### src/rtl/mcu_sleep_pmu.sv
// Core-side power management unit: deep-sleep WIC/sleep-hold handshake, HCLK gating,
// timed wake-up and debug power-up acknowledge. Optional sleep cycle counter: MCU_SLEEP_PMU_SLEEPCNT_EN.
module mcu_sleep_pmu #(
    parameter int WAKE_DLY    = 4,
    parameter int ACK_TIMEOUT = 16
) (
    input  logic        FCLK,
    input  logic        PORESETn,
    input  logic        SLEEPING,
    input  logic        SLEEPDEEP,
    input  logic        WAKEUP,
    input  logic        WICENACK,
    input  logic        SLEEPHOLDACKn,
    input  logic        CDBGPWRUPREQ,
    output logic        WICENREQ,
    output logic        SLEEPHOLDREQn,
    output logic        GATEHCLK,
    output logic        CDBGPWRUPACK
`ifdef MCU_SLEEP_PMU_SLEEPCNT_EN
    ,
    output logic [31:0] SLEEPCNT
`endif
);

    localparam logic [2:0] ST_RUN     = 3'd0;
    localparam logic [2:0] ST_WICREQ  = 3'd1;
    localparam logic [2:0] ST_HOLDREQ = 3'd2;
    localparam logic [2:0] ST_SLEEP   = 3'd3;
    localparam logic [2:0] ST_WAKE    = 3'd4;

    localparam logic [7:0] ACK_LAST  = 8'(ACK_TIMEOUT - 1);
    localparam logic [7:0] WAKE_LAST = 8'(WAKE_DLY - 1);

    logic [2:0] r_state;
    logic [2:0] w_stateNext;
    logic [7:0] r_cnt;
    logic       r_wicReq;
    logic       r_holdReqN;
    logic       r_gate;
    logic       r_dbgAck;
    logic       w_wicReqNext;
    logic       w_holdReqNNext;
    logic       w_gateNext;
    logic       w_abort;
    logic       w_enterCnt;

    // Abort conditions shared by both handshake states; they outrank any acknowledge.
    assign w_abort = !SLEEPING || WAKEUP || CDBGPWRUPREQ;

    always_comb begin
        w_stateNext = r_state;
        case (r_state)
            ST_RUN: begin
                if (SLEEPING && SLEEPDEEP && !CDBGPWRUPREQ && !r_dbgAck)
                    w_stateNext = ST_WICREQ;
            end
            ST_WICREQ: begin
                if (w_abort || (r_cnt == ACK_LAST))
                    w_stateNext = ST_RUN;
                else if (WICENACK)
                    w_stateNext = ST_HOLDREQ;
            end
            ST_HOLDREQ: begin
                if (w_abort)
                    w_stateNext = ST_RUN;
                else if (!SLEEPHOLDACKn)
                    w_stateNext = ST_SLEEP;
            end
            ST_SLEEP: begin
                if (WAKEUP || CDBGPWRUPREQ)
                    w_stateNext = ST_WAKE;
            end
            ST_WAKE: begin
                if (r_cnt == WAKE_LAST)
                    w_stateNext = ST_RUN;
            end
            default: w_stateNext = ST_RUN;
        endcase
    end

    // Outputs are decoded from the next state so they take effect on the same edge as the state.
    always_comb begin
        w_wicReqNext   = 1'b0;
        w_holdReqNNext = 1'b1;
        w_gateNext     = 1'b0;
        case (w_stateNext)
            ST_WICREQ: begin
                w_wicReqNext = 1'b1;
            end
            ST_HOLDREQ, ST_WAKE: begin
                w_wicReqNext   = 1'b1;
                w_holdReqNNext = 1'b0;
            end
            ST_SLEEP: begin
                w_wicReqNext   = 1'b1;
                w_holdReqNNext = 1'b0;
                w_gateNext     = 1'b1;
            end
            default: begin
                w_wicReqNext   = 1'b0;
                w_holdReqNNext = 1'b1;
                w_gateNext     = 1'b0;
            end
        endcase
    end

    assign w_enterCnt = (w_stateNext != r_state) &&
                        ((w_stateNext == ST_WICREQ) || (w_stateNext == ST_WAKE));

    always_ff @(posedge FCLK or negedge PORESETn) begin
        if (!PORESETn) begin
            r_state    <= ST_RUN;
            r_cnt      <= 8'd0;
            r_wicReq   <= 1'b0;
            r_holdReqN <= 1'b1;
            r_gate     <= 1'b0;
        end else begin
            r_state    <= w_stateNext;
            r_wicReq   <= w_wicReqNext;
            r_holdReqN <= w_holdReqNNext;
            r_gate     <= w_gateNext;
            if (w_enterCnt)
                r_cnt <= 8'd0;
            else if ((r_state == ST_WICREQ) || (r_state == ST_WAKE))
                r_cnt <= r_cnt + 8'd1;
        end
    end

    // A new acknowledge is only granted from RUN; dropping the request clears it anywhere.
    always_ff @(posedge FCLK or negedge PORESETn) begin
        if (!PORESETn)
            r_dbgAck <= 1'b0;
        else
            r_dbgAck <= CDBGPWRUPREQ && (r_dbgAck || (r_state == ST_RUN));
    end

    assign WICENREQ      = r_wicReq;
    assign SLEEPHOLDREQn = r_holdReqN;
    assign GATEHCLK      = r_gate;
    assign CDBGPWRUPACK  = r_dbgAck;

`ifdef MCU_SLEEP_PMU_SLEEPCNT_EN
    logic [31:0] r_sleepCnt;

    always_ff @(posedge FCLK or negedge PORESETn) begin
        if (!PORESETn)
            r_sleepCnt <= 32'd0;
        else if ((w_stateNext == ST_SLEEP) && (r_state != ST_SLEEP))
            r_sleepCnt <= 32'd0;
        else if (r_gate && (r_sleepCnt != 32'hFFFF_FFFF))
            r_sleepCnt <= r_sleepCnt + 32'd1;
    end

    assign SLEEPCNT = r_sleepCnt;
`endif

`ifndef SYNTHESIS
    a_wakeDlyRange : assert property (@(posedge FCLK) (WAKE_DLY >= 1) && (WAKE_DLY <= 255));
    a_ackTimeoutRange : assert property (@(posedge FCLK) (ACK_TIMEOUT >= 1) && (ACK_TIMEOUT <= 255));
`endif

endmodule

### config.mk
export PLATFORM = sky130hd
export DESIGN_NAME = mcu_sleep_pmu
export DESIGN_NICKNAME = d
export VERILOG_FILES = /design/src/rtl/mcu_sleep_pmu.sv
export SDC_FILE = /design/constraint.sdc
export NUM_CORES = 1
export LEC_CHECK = 0
export ABC_CLOCK_PERIOD_IN_PS = 2500
export BUFFER_PORTS_ARGS = -buffer_cell sky130_fd_sc_hd__buf_2
export CORE_UTILIZATION = 45
export CTS_BUF_LIST = sky130_fd_sc_hd__clkbuf_8
export CTS_CLUSTER_SIZE = 28
export DETAILED_ROUTE_END_ITERATION = 8
export PLACE_DENSITY = 0.68
export SETUP_SLACK_MARGIN = 0.15
export SLEW_MARGIN = 20
export SYNTH_ARGS = -nofsm -noshare
export SYNTH_HDL_FRONTEND = slang
export SYNTH_SLANG_ARGS = --single-unit
### constraint.sdc
create_clock -name FCLK -period 2.5 [get_ports FCLK]
set_clock_uncertainty 0.15 [all_clocks]
set_input_delay 0.5 -clock FCLK [delete_from_list [all_inputs] [get_ports FCLK]]
set_output_delay 0.5 -clock FCLK [all_outputs]
set_load 0.01 [all_outputs]
======== Yosys cells after proc, flatten, opt, wreduce, memory -nomap -nowiden ========
Cells that the tools add are included.
operators by class
  $add $sub $neg .......................... 1
  equal/unequal tests ..................... 11
  multiplexer cells ....................... 13
  reduce and logical (&&, ||, !) cells .... 19
operators with widths
  kind                 number
  $mux 3               7
  $mux 8               2
  $pmux 3 s5           1
  $eq 3x2->1 const B   4
  $add 8x1->8 const B  1
  $eq 8x2->1 const B   1
  $eq 8x4->1 const B   1
  $logic_or 1x1->1     7
  $eq 3x1->1 const B   2
  $eq 3x3->1 const B   2
  $logic_and 1x1->1    5
  $reduce_or 4->1      1
  $logic_not 1->1      3
  $logic_not 3->1      1
  $mux 1               3
  $ne 3x3->1           1
  $reduce_or 3->1      1
  $reduce_bool 2->1    1
storage, ports and cells
  bits in registers ....................... 15
  input port bits ......................... 8
  output and inout port bits .............. 4
  word-level logic and storage cells ...... 50

======== Longest topological paths before layout ========
Gate-level depths: netlist (run 1).
  depth after elaboration ................. 10
  depth in mapped cells ................... 6
  mapped depth without buffers ............ 6

======== Worst setup path before layout (run 1) ========
No wires, ideal clock.
  path type ............................... input-to-reg
  from .................................... in CDBGPWRUPREQ
  to ...................................... reg r_cnt[0]
  arrival time ............................ 1.632 ns
  required time ........................... 2.212 ns
  slack ................................... 0.580 ns
  cell stages on the path ................. 5
  path buffers ............................ 0
  cell sequence ........................... or3_1 > a211o_1 > and4_4 > o221ai_2 > a21oi_1
on the way
  cells in the longest elaborated chain, start to end .. 9
ends and longest elaborated chain
  item                                         RTL line  RTL
  from (decl)                                  14        input logic CDBGPWRUPREQ,
  $logic_not 1->1                              54        if (SLEEPING && SLEEPDEEP && !CDBGPWRUPREQ && !r_dbgAck)
  $logic_and 1x1->1 (2 in a row)               54
  $mux 3                                       54
  $pmux 3 s5 (*)                               52        case (r_state)
  $eq 3x1->1 or $eq 3x3->1 (tied branches)     108       ((w_stateNext == ST_WICREQ) || (w_stateNext == ST_WAKE));
  $logic_or 1x1->1                             108
  $logic_and 1x1->1 (*)                        107       assign w_enterCnt = (w_stateNext != r_state) &&
  $mux 8 or $reduce_bool 2->1 (tied branches)  n/a
  to (signal assigned)                         125       r_cnt <= r_cnt + 8'd1;
  to (decl)                                    36        logic [7:0] r_cnt;
Mark *: on every way between the ends. The rest lies on a longest branch, timed or not.
A chain may end at the register's enable or synchronous reset.

======== Worst setup path in the final report (run 1) ========
  from .................................... reg r_cnt[0]
  to ...................................... reg r_cnt[0]
on the way
  cells in the longest elaborated chain, start to end .. 8
ends and longest elaborated chain
  item                                         RTL line  RTL
  $eq 8x4->1                                   58        if (w_abort || (r_cnt == ACK_LAST))
  $logic_or 1x1->1                             58
  $mux 3                                       58
  $pmux 3 s5                                   52
  $eq 3x1->1 or $eq 3x3->1 (tied branches)     108
  $logic_or 1x1->1                             108
  $logic_and 1x1->1                            107
  $mux 8 or $reduce_bool 2->1 (tied branches)  n/a
Parallel ways exist; a longest one is shown, timed or not. The select of a mux whose other input is x is not followed.

==> results of run 1 <==
==> final cells by class <==
type	instances	area, um^2	share of cell area (%)
Timing Repair Buffer	11	55.1	5.76
Tap cell	25	31.3	3.27
Sequential cell	15	377	39.4
Clock inverter	1	5.00	0.524
Multi-Input combinational cell	61	435	45.5
Clock buffer	3	41.3	4.32
Inverter	3	11.3	1.18
==> worst paths after layout <==
path                               from            end  slack [ps]
max                            r_cnt[0]       r_cnt[0]         370
min                            PORESETn       r_cnt[5]          -4
max reg2reg                    r_cnt[0]       r_cnt[0]         370
min reg2reg                CDBGPWRUPACK   CDBGPWRUPACK         380
max in group asynchronous      PORESETn  SLEEPHOLDREQn        1900
min in group FCLK          CDBGPWRUPACK   CDBGPWRUPACK         380
==> where the power goes <==
group          switching [mW]  internal (mW)  leakage [nW]
clock network          0.0837          0.110        0.0255
registers              0.0752          0.312         0.183
logic                  0.0855         0.0868         0.195
total                   0.244          0.509         0.403
==> synthesized netlist by cell type, types with 2 or more instances <==
master,count
dfrtp_1,14
xnor2_1,5
a21oi_1,9
xor2_1,3
nor4_1,2
nor3_1,2
nor2b_1,2
nand2_1,5
nor2_1,4
nand3_1,3
buf_2,3
o21ai_0,2
inv_1,3
==> cells by family (layout without fill, tap and decap cells) <==
family / after synthesis / count (layout) / synth area share, %
DFF: 15 / 15 / 44.9
muxes: 1 / 1 / 1.19
and+or+nand+nor: 30 / 30 / 23.1
xor gates and xnor gates: 8 / 8 / 8.36
buffers and inverters: 6 / 18 / 3.13
AOI/OAI and AO/OA: 21 / 21 / 17.8
adders and majority gates: 1 / 1 / 1.49
==> state kept, by name, indices dropped and copies added, names as in the netlist <==
register	cells
GATEHCLK	1
SLEEPHOLDREQn	1
r_state	3
WICENREQ	1
CDBGPWRUPACK	1
r_cnt	8
==> metrics by stage <==
stage	util, %	std cells	total power [mW]	instance area, um^2	hold WS [ps]
global route	54.8	119	0.802	956	17.1
floorplan	-	82	0.510	838	54.4
finish	54.8	119	0.753	956	-3.69
global placement	52.1	115	0.556	910	272
detailed placement	52.1	115	0.563	910	276
CTS	54.8	119	0.762	956	7.50
==> routing by layer <==
layer	vias to the layer above	wire length (um)	part of all wire, %	track usage, %
li1	326	-	-	-
met1	309	774	48	23.5
met2	11	736	46	28.7
met3	4	54	3.4	3.60
met4	0	30	1.9	9.09
met5	-	0	0	0
==> flow_summary.ini, run 1 <==
[cts]
clk_latency_ps = 250
ctsResizeCount = 0
cts_tree = built
cts_buffers = 3
clk_pin_slew_worst_paths_ps = 60
cts.sinks = 15
cts_root_buf = clkbuf_8
cts_max_level = 1
hold_buffers = 0
clockBufferDepth = 2
postCtsSetupBuffers = 0

[place]
gp_congestion = 0.886
pre_cts_ws_ps = 294
hpwl_um = 1180
portBuffers = 11

[die]
io_pins = 12
dieWidth_um = 45.2
core_area_mm2 = 0.00175
row_count = 15
dieArea_mm2 = 0.00204
initial_core_util_pct = 48.0
chipHeight_um = 45.2

[yosys]
async_reset_ff_share_pct = 100
yosys.area.top_type = dfrtp_1
ys_types = 38
ys_ff_latch = 15
synth.yosys.seq_area_share_pct = 44.9
synth_edf_count = 0
syn_inst = 82
synth_top_area_share_pct = 41.8
avgSynthCellArea_um2 = 10.2
synth_nets = 91
ys_top_cells_by_area = dfrtp_1, a21oi_1, xnor2_1
synth_area_um2 = 838
synthFlopType = dfrtp_1
yosysWarnings = 0

[worst_setup_path]
cp_slowest_cell = dfrtp_1
path_buf_inv = 0
startpoint_type = register
cp_data_arrival_time_ps = 2090
max_stage_delay_ps = 410
required_ps = 2460
cp-end-kind = register
worstSetupPathType = reg2reg
r2r_cells = 6
path_delay_family = compound AO/OA/AOI/OAI gates
path_cells = ha_1 -> and3_1 -> a211o_1 -> and4_4 -> o221ai_2 -> a21oi_1
path_max_fanout = 8
path_depth = 6

[route]
vias = 650
wire_per_inst_um = 13.4
drt-vias-per-instance = 5.46
ant_nets = 0
drc = 0
drt_pass1_iterations = 3
wl_um = 1600
drt_iter0_drc = 11

[global_routing]
antenna_found_initial = 0
overflow = 0
grt_pass1_vias = 605
grt_pass1_wl_um = 2570
grt_use_total_pct = 18.1
grt_max_degree = 16

[timing]
timing.setup.tns_ps = 0
period_share_pct = 85.0
worst-slew-pin-transition_ps = 462
maxSlewHeadroom_pct = 68.9
min_period_ps = 2130
fmax_mhz = 471
setup_violations = 0
rsz0062_at_grt = false
hold_violations = 6
timing.final.max_slew_violations = 0
fin_hold_ws_ps = -3.69
worst_slack_ps = 375

[min_path]
hold_path.class = in2async

[status]
outcome = finished with violations
violations = negative hold slack

[finish]
diodes = 0
mostFrequentLayoutCells = dfrtp_1, buf_2, a21oi_1
layout.nets = 104
final_common_cell = dfrtp_1
area_growth_pct = 14.0
fillerInstances = 163
drive_gt1_share_pct = 25.5

[power]
power.leakage_nw = 0.403
power.density_mw_per_mm2 = 788
peakVddDrop_mv = 0.426

[flow_run]
drv_cap = 0
(Power assumes the default switching activity.)
==> inputs of run 2 (changes only) <==
--- a/config.mk
+++ b/config.mk
@@ -5,8 +5,10 @@
 export SDC_FILE = /design/constraint.sdc
 export NUM_CORES = 1
 export LEC_CHECK = 0
+export ABC_AREA = 1
 export ABC_CLOCK_PERIOD_IN_PS = 2500
 export BUFFER_PORTS_ARGS = -buffer_cell sky130_fd_sc_hd__buf_2
+export CAP_MARGIN = 20
 export CORE_UTILIZATION = 45
 export CTS_BUF_LIST = sky130_fd_sc_hd__clkbuf_8
 export CTS_CLUSTER_SIZE = 28
==> run 2 against run 1 <==
The flow now finishes without violations; count of clock-buffer cells in the layout unchanged; power decreased by 16%; non-clock buffer count increased by 1; setup slack improved by 390 ps; fmax increased by 22%; clock power about the same; hold slack improved by 370 ps; sequential power decreased by 20%; cell area increased by 7.1%; sequential share of layout area decreased by 2.6 points; synthesized cell count increased by 40%; largest cell class unchanged.
==> flow_summary.ini, run 2 <==
[die]
dieArea_mm2 = 0.00214
io_pins = 12
core_area_mm2 = 0.00178
initial_core_util_pct = 49.4
chipHeight_um = 46.2
row_count = 15
dieWidth_um = 46.2

[worst_setup_path]
cp-startpoint = r_cnt[1]
path_cells = ha_1 -> nand2_1 -> nor2_2 -> nand3_1 -> nand3_1 -> nand2_2 -> inv_2 -> nand2_1 -> nand2_2 -> a21oi_1
cp_data_arrival_time_ps = 1720
crit-reg2reg-launch = r_cnt[1]
cp_slowest_cell = dfrtp_1
startpoint_type = register
cp-end-kind = register
path_delay_family = simple AND/OR/NAND/NOR gates
worstSetupPathType = reg2reg
r2r-end = r_cnt[3]
path_buf_inv = 1
path_max_fanout = 8
r2r_cells = 10
required_ps = 2480
max_stage_delay_ps = 370
r2r_slack_ps = 760

[timing]
timing.setup.tns_ps = 0
worst-slew-pin-transition_ps = 346
maxSlewHeadroom_pct = 76.9
timing.final.max_slew_violations = 0
fmax_mhz = 575
rsz0062_at_grt = false
hold_violations = 0
setup_violations = 0
period_share_pct = 69.5
min_period_ps = 1740

[route]
ant_nets = 0
vias = 747
wl_um = 1590
drt_pass1_iterations = 4
drc = 0
drt-vias-per-instance = 4.79
drt_iter0_drc = 10
wire_per_inst_um = 10.2

[min_path]
min-delay-start = CDBGPWRUPREQ
holdPathStages = 3
min_to = CDBGPWRUPACK
hold_path.class = in2reg

[place]
hpwl_um = 1240
gp_congestion = 0.823
portBuffers = 11
dp_cells = 151

[finish]
largest_register = r_cnt
mostFrequentLayoutCells = nand2_1, nor2_1, inv_1
seq_area_um2 = 377
layout.nets = 141
multiInputGateArea_um2 = 433
stdcell_count = 156
drive_gt1_share_pct = 24.4
largest_reg_flops = 8
diodes = 0
reg.largest.list = r_cnt: 8 flops, r_state: 3 flops
fillerInstances = 182
final_common_cell = nand2_1
area_growth_pct = 16.2

[yosys]
avgSynthCellArea_um2 = 7.66
ys_ff_latch = 15
synthFlopType = dfrtp_1
ys_top_cells_by_area = dfrtp_1, nand2_1, nor2_1
synth_nets = 124
yosysMostFrequentCell = nand2_1
yosysWarnings = 0
synth_common_cells = nand2_1, nor2_1, inv_1
synth_edf_count = 0
ys_types = 21
synth_area_um2 = 881
synth_top_area_share_pct = 39.8
syn_inst = 115
yosys.area.top_type = dfrtp_1
async_reset_ff_share_pct = 100
synth.yosys.seq_area_share_pct = 42.8

[power]
p_seq_share_pct = 48.9
switching_share_pct = 29.7
p_int_mw = 0.443
pwr-share-clk_pct = 30.8
peakVddDrop_mv = 0.412
power.leakage_nw = 0.537
power.density_mw_per_mm2 = 616
switchingPower_mw = 0.187
p_comb_share_pct = 20.3

[cts]
postCtsSetupBuffers = 0
cts_tree = built
clk_latency_ps = 250
cts_buffers = 3
cts.sinks = 15
cts_root_buf = clkbuf_8
clk_pin_slew_worst_paths_ps = 60
clockBufferDepth = 2
cts_max_level = 1

[global_routing]
grt_use_total_pct = 19.2
met3_usage_pct = 8.24
grt_pass1_vias = 689
top_usage_layer = met2
antenna_found_initial = 0
grt_pass1_wl_um = 2850
grt_max_degree = 16
use_met2_pct = 29.0
met1_usage_pct = 25.0
overflow = 0

[flow_run]
drv_cap = 0

[status]
outcome = complete, no violations
## run 2: changes by cell type in the layout (fill, tap and decap cells not counted), moves of 2 or more
| cell | previous run | this run |
|---|---|---|
| inv_1 | 3 | 16 |
| inv_2 | 0 | 3 |
| nand2_1 | 5 | 21 |
| nand2_2 | 0 | 5 |
| nand3_1 | 3 | 8 |
| nand4_1 | 0 | 4 |
| nor2_1 | 4 | 18 |
| nor2_2 | 0 | 2 |
| nor2b_1 | 2 | 0 |
| nor4_1 | 2 | 0 |
| xnor2_1 | 5 | 0 |
| xor2_1 | 3 | 6 |
## run 2: per-stage QoR
step	hold slack [ps]	util, %	instance area, um^2	power (mW)	setup slack, ps
6_report	369	57.4	1020	0.630	762
5_1_grt	392	57.4	1020	0.680	572
4_1_cts	361	57.4	1020	0.641	748
3_5_place_dp	270	54.2	967	0.440	571
3_3_place_gp	270	54.2	967	0.435	634
2_1_floorplan	54.4	-	881	0.403	892
## run 2: how the worst max path moves through the flow
| stage | cells after the start | slack (ps) | end |
|---|---|---|---|
| floorplan | 11 | 890 | r_cnt[0] |
| global placement | 10 | 630 | r_cnt[3] |
| detailed placement | 10 | 570 | r_cnt[1] |
| CTS | 10 | 750 | r_cnt[1] |
| global route | 10 | 570 | r_cnt[2] |
| finish | 10 | 760 | r_cnt[3] |
## run 2: power groups by stage
stage	Sequential [mW]	Clock, mW	Combinational (mW)
after floorplan	0.307	0	0.0962
after global placement	0.311	0	0.124
after detailed placement	0.312	0	0.129
after CTS	0.309	0.202	0.130
after global routing	0.316	0.214	0.150
final	0.308	0.194	0.128
## run 2: final cells by class
class,instances,share of cell area [%]
Clock buffer,3,4.03
Clock inverter,1,0.489
Inverter,19,6.97
Multi-Input combinational cell,81,42.3
Sequential cell,15,36.8
Tap cell,25,3.06
Timing Repair Buffer,12,6.36
## run 2: cells by family after synthesis
kind of cell	Yosys count	share of synthesized area (%)
compound gates	11	7.10
xor+xnor	6	5.97
fa+ha+maj	1	1.42
buf+inv	19	8.10
flops	15	42.8
mux	1	1.28
simple gates	62	33.4
## run 2: what timing repair did
action / CTS / global route
gates resized for setup: 0 / 0
hold buffers: 1 / 0
hold endpoints to repair: 14 / 0
## run 2: worst register-to-register path, delay by kind of cell, from the launching register on
family,cells,cell delay [ps]
and+or+nand+nor,7,760
AOI/OAI and AO/OA,1,100
adders and majority gates,1,190
DFF,1,370
buffers and inverters,1,60
## run 2: routing by layer
| layer | wire [um] | vias up | part of all wire, % |
|---|---|---|---|
| met3 | 69 | 3 | 4.3 |
| met5 | 0 | - | 0 |
| met2 | 724 | 12 | 46 |
| met1 | 777 | 339 | 49 |
| li1 | - | 393 | - |
| met4 | 20 | 0 | 1.3 |
==> inputs of run 3 (changes only) <==
--- a/config.mk
+++ b/config.mk
@@ -5,8 +5,8 @@
 export SDC_FILE = /design/constraint.sdc
 export NUM_CORES = 1
 export LEC_CHECK = 0
-export ABC_AREA = 1
-export ABC_CLOCK_PERIOD_IN_PS = 2500
+export ABC_AREA = 0
+export ABC_CLOCK_PERIOD_IN_PS = 1800
 export BUFFER_PORTS_ARGS = -buffer_cell sky130_fd_sc_hd__buf_2
 export CAP_MARGIN = 20
 export CORE_UTILIZATION = 45
==> constraint.sdc (replaced) <==
create_clock -name FCLK -period 1.8 [get_ports FCLK]
set_clock_uncertainty 0.15 [all_clocks]
set_input_delay 0.36 -clock FCLK [delete_from_list [all_inputs] [get_ports FCLK]]
set_output_delay 0.36 -clock FCLK [all_outputs]
set_load 0.01 [all_outputs]
==> run 3 against run 2 <==
The run now ends with negative setup slack left; utilization up 19 points; global-route usage up 1.7 points; critical path depth down 3; register-to-register slack worse by 950 ps; critical path type unchanged; largest cell class unchanged; largest power group is now combinational logic.
==> flow_summary.ini, run 3 (synthesized netlist as in run 1, its figures left out) <==
[status]
outcome = finished with violations
violations = negative setup slack

[route]
drt_iter0_drc = 10
wire_per_inst_um = 14.3
ant_nets = 0
drt_pass1_iterations = 3
vias = 779
drc = 0
drt-vias-per-instance = 5.23
wl_um = 2130

[die]
row_count = 15
dieArea_mm2 = 0.00204
io_pins = 12
core_area_mm2 = 0.00175
initial_core_util_pct = 48.0
dieWidth_um = 45.2
chipHeight_um = 45.2

[timing]
fin_hold_ws_ps = 338
period_share_pct = 111
setup_violations = 8
timing.final.max_slew_violations = 0
min_period_ps = 1990
timing.setup.tns_ps = -1390
hold_violations = 0
fmax_mhz = 502
rsz0062_at_grt = true
worst_slack_ps = -191
worst-slew-pin-transition_ps = 399
maxSlewHeadroom_pct = 73.1

[global_routing]
antenna_found_initial = 0
overflow = 0
grt_pass1_vias = 691
grt_use_total_pct = 20.9
grt_pass1_wl_um = 2960
grt_max_degree = 16

[worst_setup_path]
cp-end-kind = register
max_stage_delay_ps = 380
worstSetupPathType = reg2reg
cp_slowest_cell = dfrtp_1
path_max_fanout = 7
required_ps = 1780
cp_data_arrival_time_ps = 1970
startpoint_type = register
path_cells = ha_2 -> and3_4 -> a211o_1 -> and4_4 -> o221ai_4 -> buf_12 -> a21oi_2

[finish]
largest_register = r_cnt
drive_gt1_share_pct = 56.5
area_growth_pct = 58.5
layout.nets = 134
fin_area_mm2 = 0.00133
largest_reg_flops = 8
reg.largest.list = r_cnt: 8 flops, r_state: 3 flops
mostFrequentLayoutCells = buf_4, dfrtp_1, buf_2
final_common_cell = buf_4
diodes = 0

[place]
hpwl_um = 1380
gp_congestion = 0.794
portBuffers = 11
pre_cts_ws_ps = -188
placed_cell_area_mm2 = 0.00113

[cts]
clk_latency_ps = 240
clk_pin_slew_worst_paths_ps = 60
cts_buffers = 3
clockBufferDepth = 2
cts_max_level = 1
cts.sinks = 15
cts_root_buf = clkbuf_8
cts_tree = built

[power]
power.leakage_nw = 0.567
power.density_mw_per_mm2 = 1040
peakVddDrop_mv = 0.945
finalPower_mw = 1.38

[flow_run]
drv_cap = 0

[min_path]
hold_path.class = in2reg
-- run 3: changes by cell type in the layout (fill, tap and decap cells not counted), sizes merged, moves of 3 or more --
cell,previous run,this run
inv,19,3
nand3,9,3
nand2,26,5
nand4,5,0
buf,11,40
xnor2,0,5
xor2,6,3
nor2,21,4
nor4,0,3
-- run 3: layout make-up --
type / count / area [um^2]
clock buffer: 3 / 41.3
tap: 25 / 31.3
inverter: 3 / 11.3
clock inverter: 1 / 5.00
multi-input combinational: 61 / 538
timing repair buffer: 41 / 324
fill: 127 / 417
sequential: 15 / 378
-- run 3: report_power, final --
part / internal, mW / switching, mW
Clock: 0.153 / 0.112
Sequential: 0.433 / 0.0806
Combinational: 0.345 / 0.253
-- run 3: through the flow --
stage	instances	util [%]
floorplan	82	-
global placement	138	64.9
detailed placement	138	64.9
CTS	143	69.7
global route	149	76.1
finish	149	76.1
-- run 3: critical path, delay by kind of cell (launching register included) --
family / cells / cell delay, ps
compound gates: 3 / 610
flops: 1 / 380
simple gates: 2 / 370
fa+ha+maj: 1 / 190
buf+inv: 1 / 170
-- run 3: worst paths after layout --
kind	from	endpoint	slack, ps	depth (start not counted)
worst min register to register	CDBGPWRUPACK	CDBGPWRUPACK	360	1
worst max-delay path	r_cnt[0]	r_cnt[0]	-190	7
worst max register to register	r_cnt[0]	r_cnt[0]	-190	7
max in group asynchronous	PORESETn	SLEEPHOLDREQn	820	2
min in group asynchronous	PORESETn	GATEHCLK	390	2
worst min-delay path	CDBGPWRUPREQ	CDBGPWRUPACK	340	3
-- run 3: what timing repair did --
action / CTS / global route
setup buffers: 0 / 6
hold buffers: 1 / 0
gates resized for setup: 5 / 12
setup endpoints to repair: 10 / 11
pin swaps: 2 / 14
hold endpoints to repair: 14 / 0
-- run 3: metal layers --
layer | up-vias | share of wire [%] | global-route usage [%]
li1 | 384 | - | -
met1 | 384 | 46 | 29.8
met2 | 7 | 51 | 31.9
met3 | 4 | 1.1 | 2.40
met4 | 0 | 1.3 | 9.09
met5 | - | 0 | 0
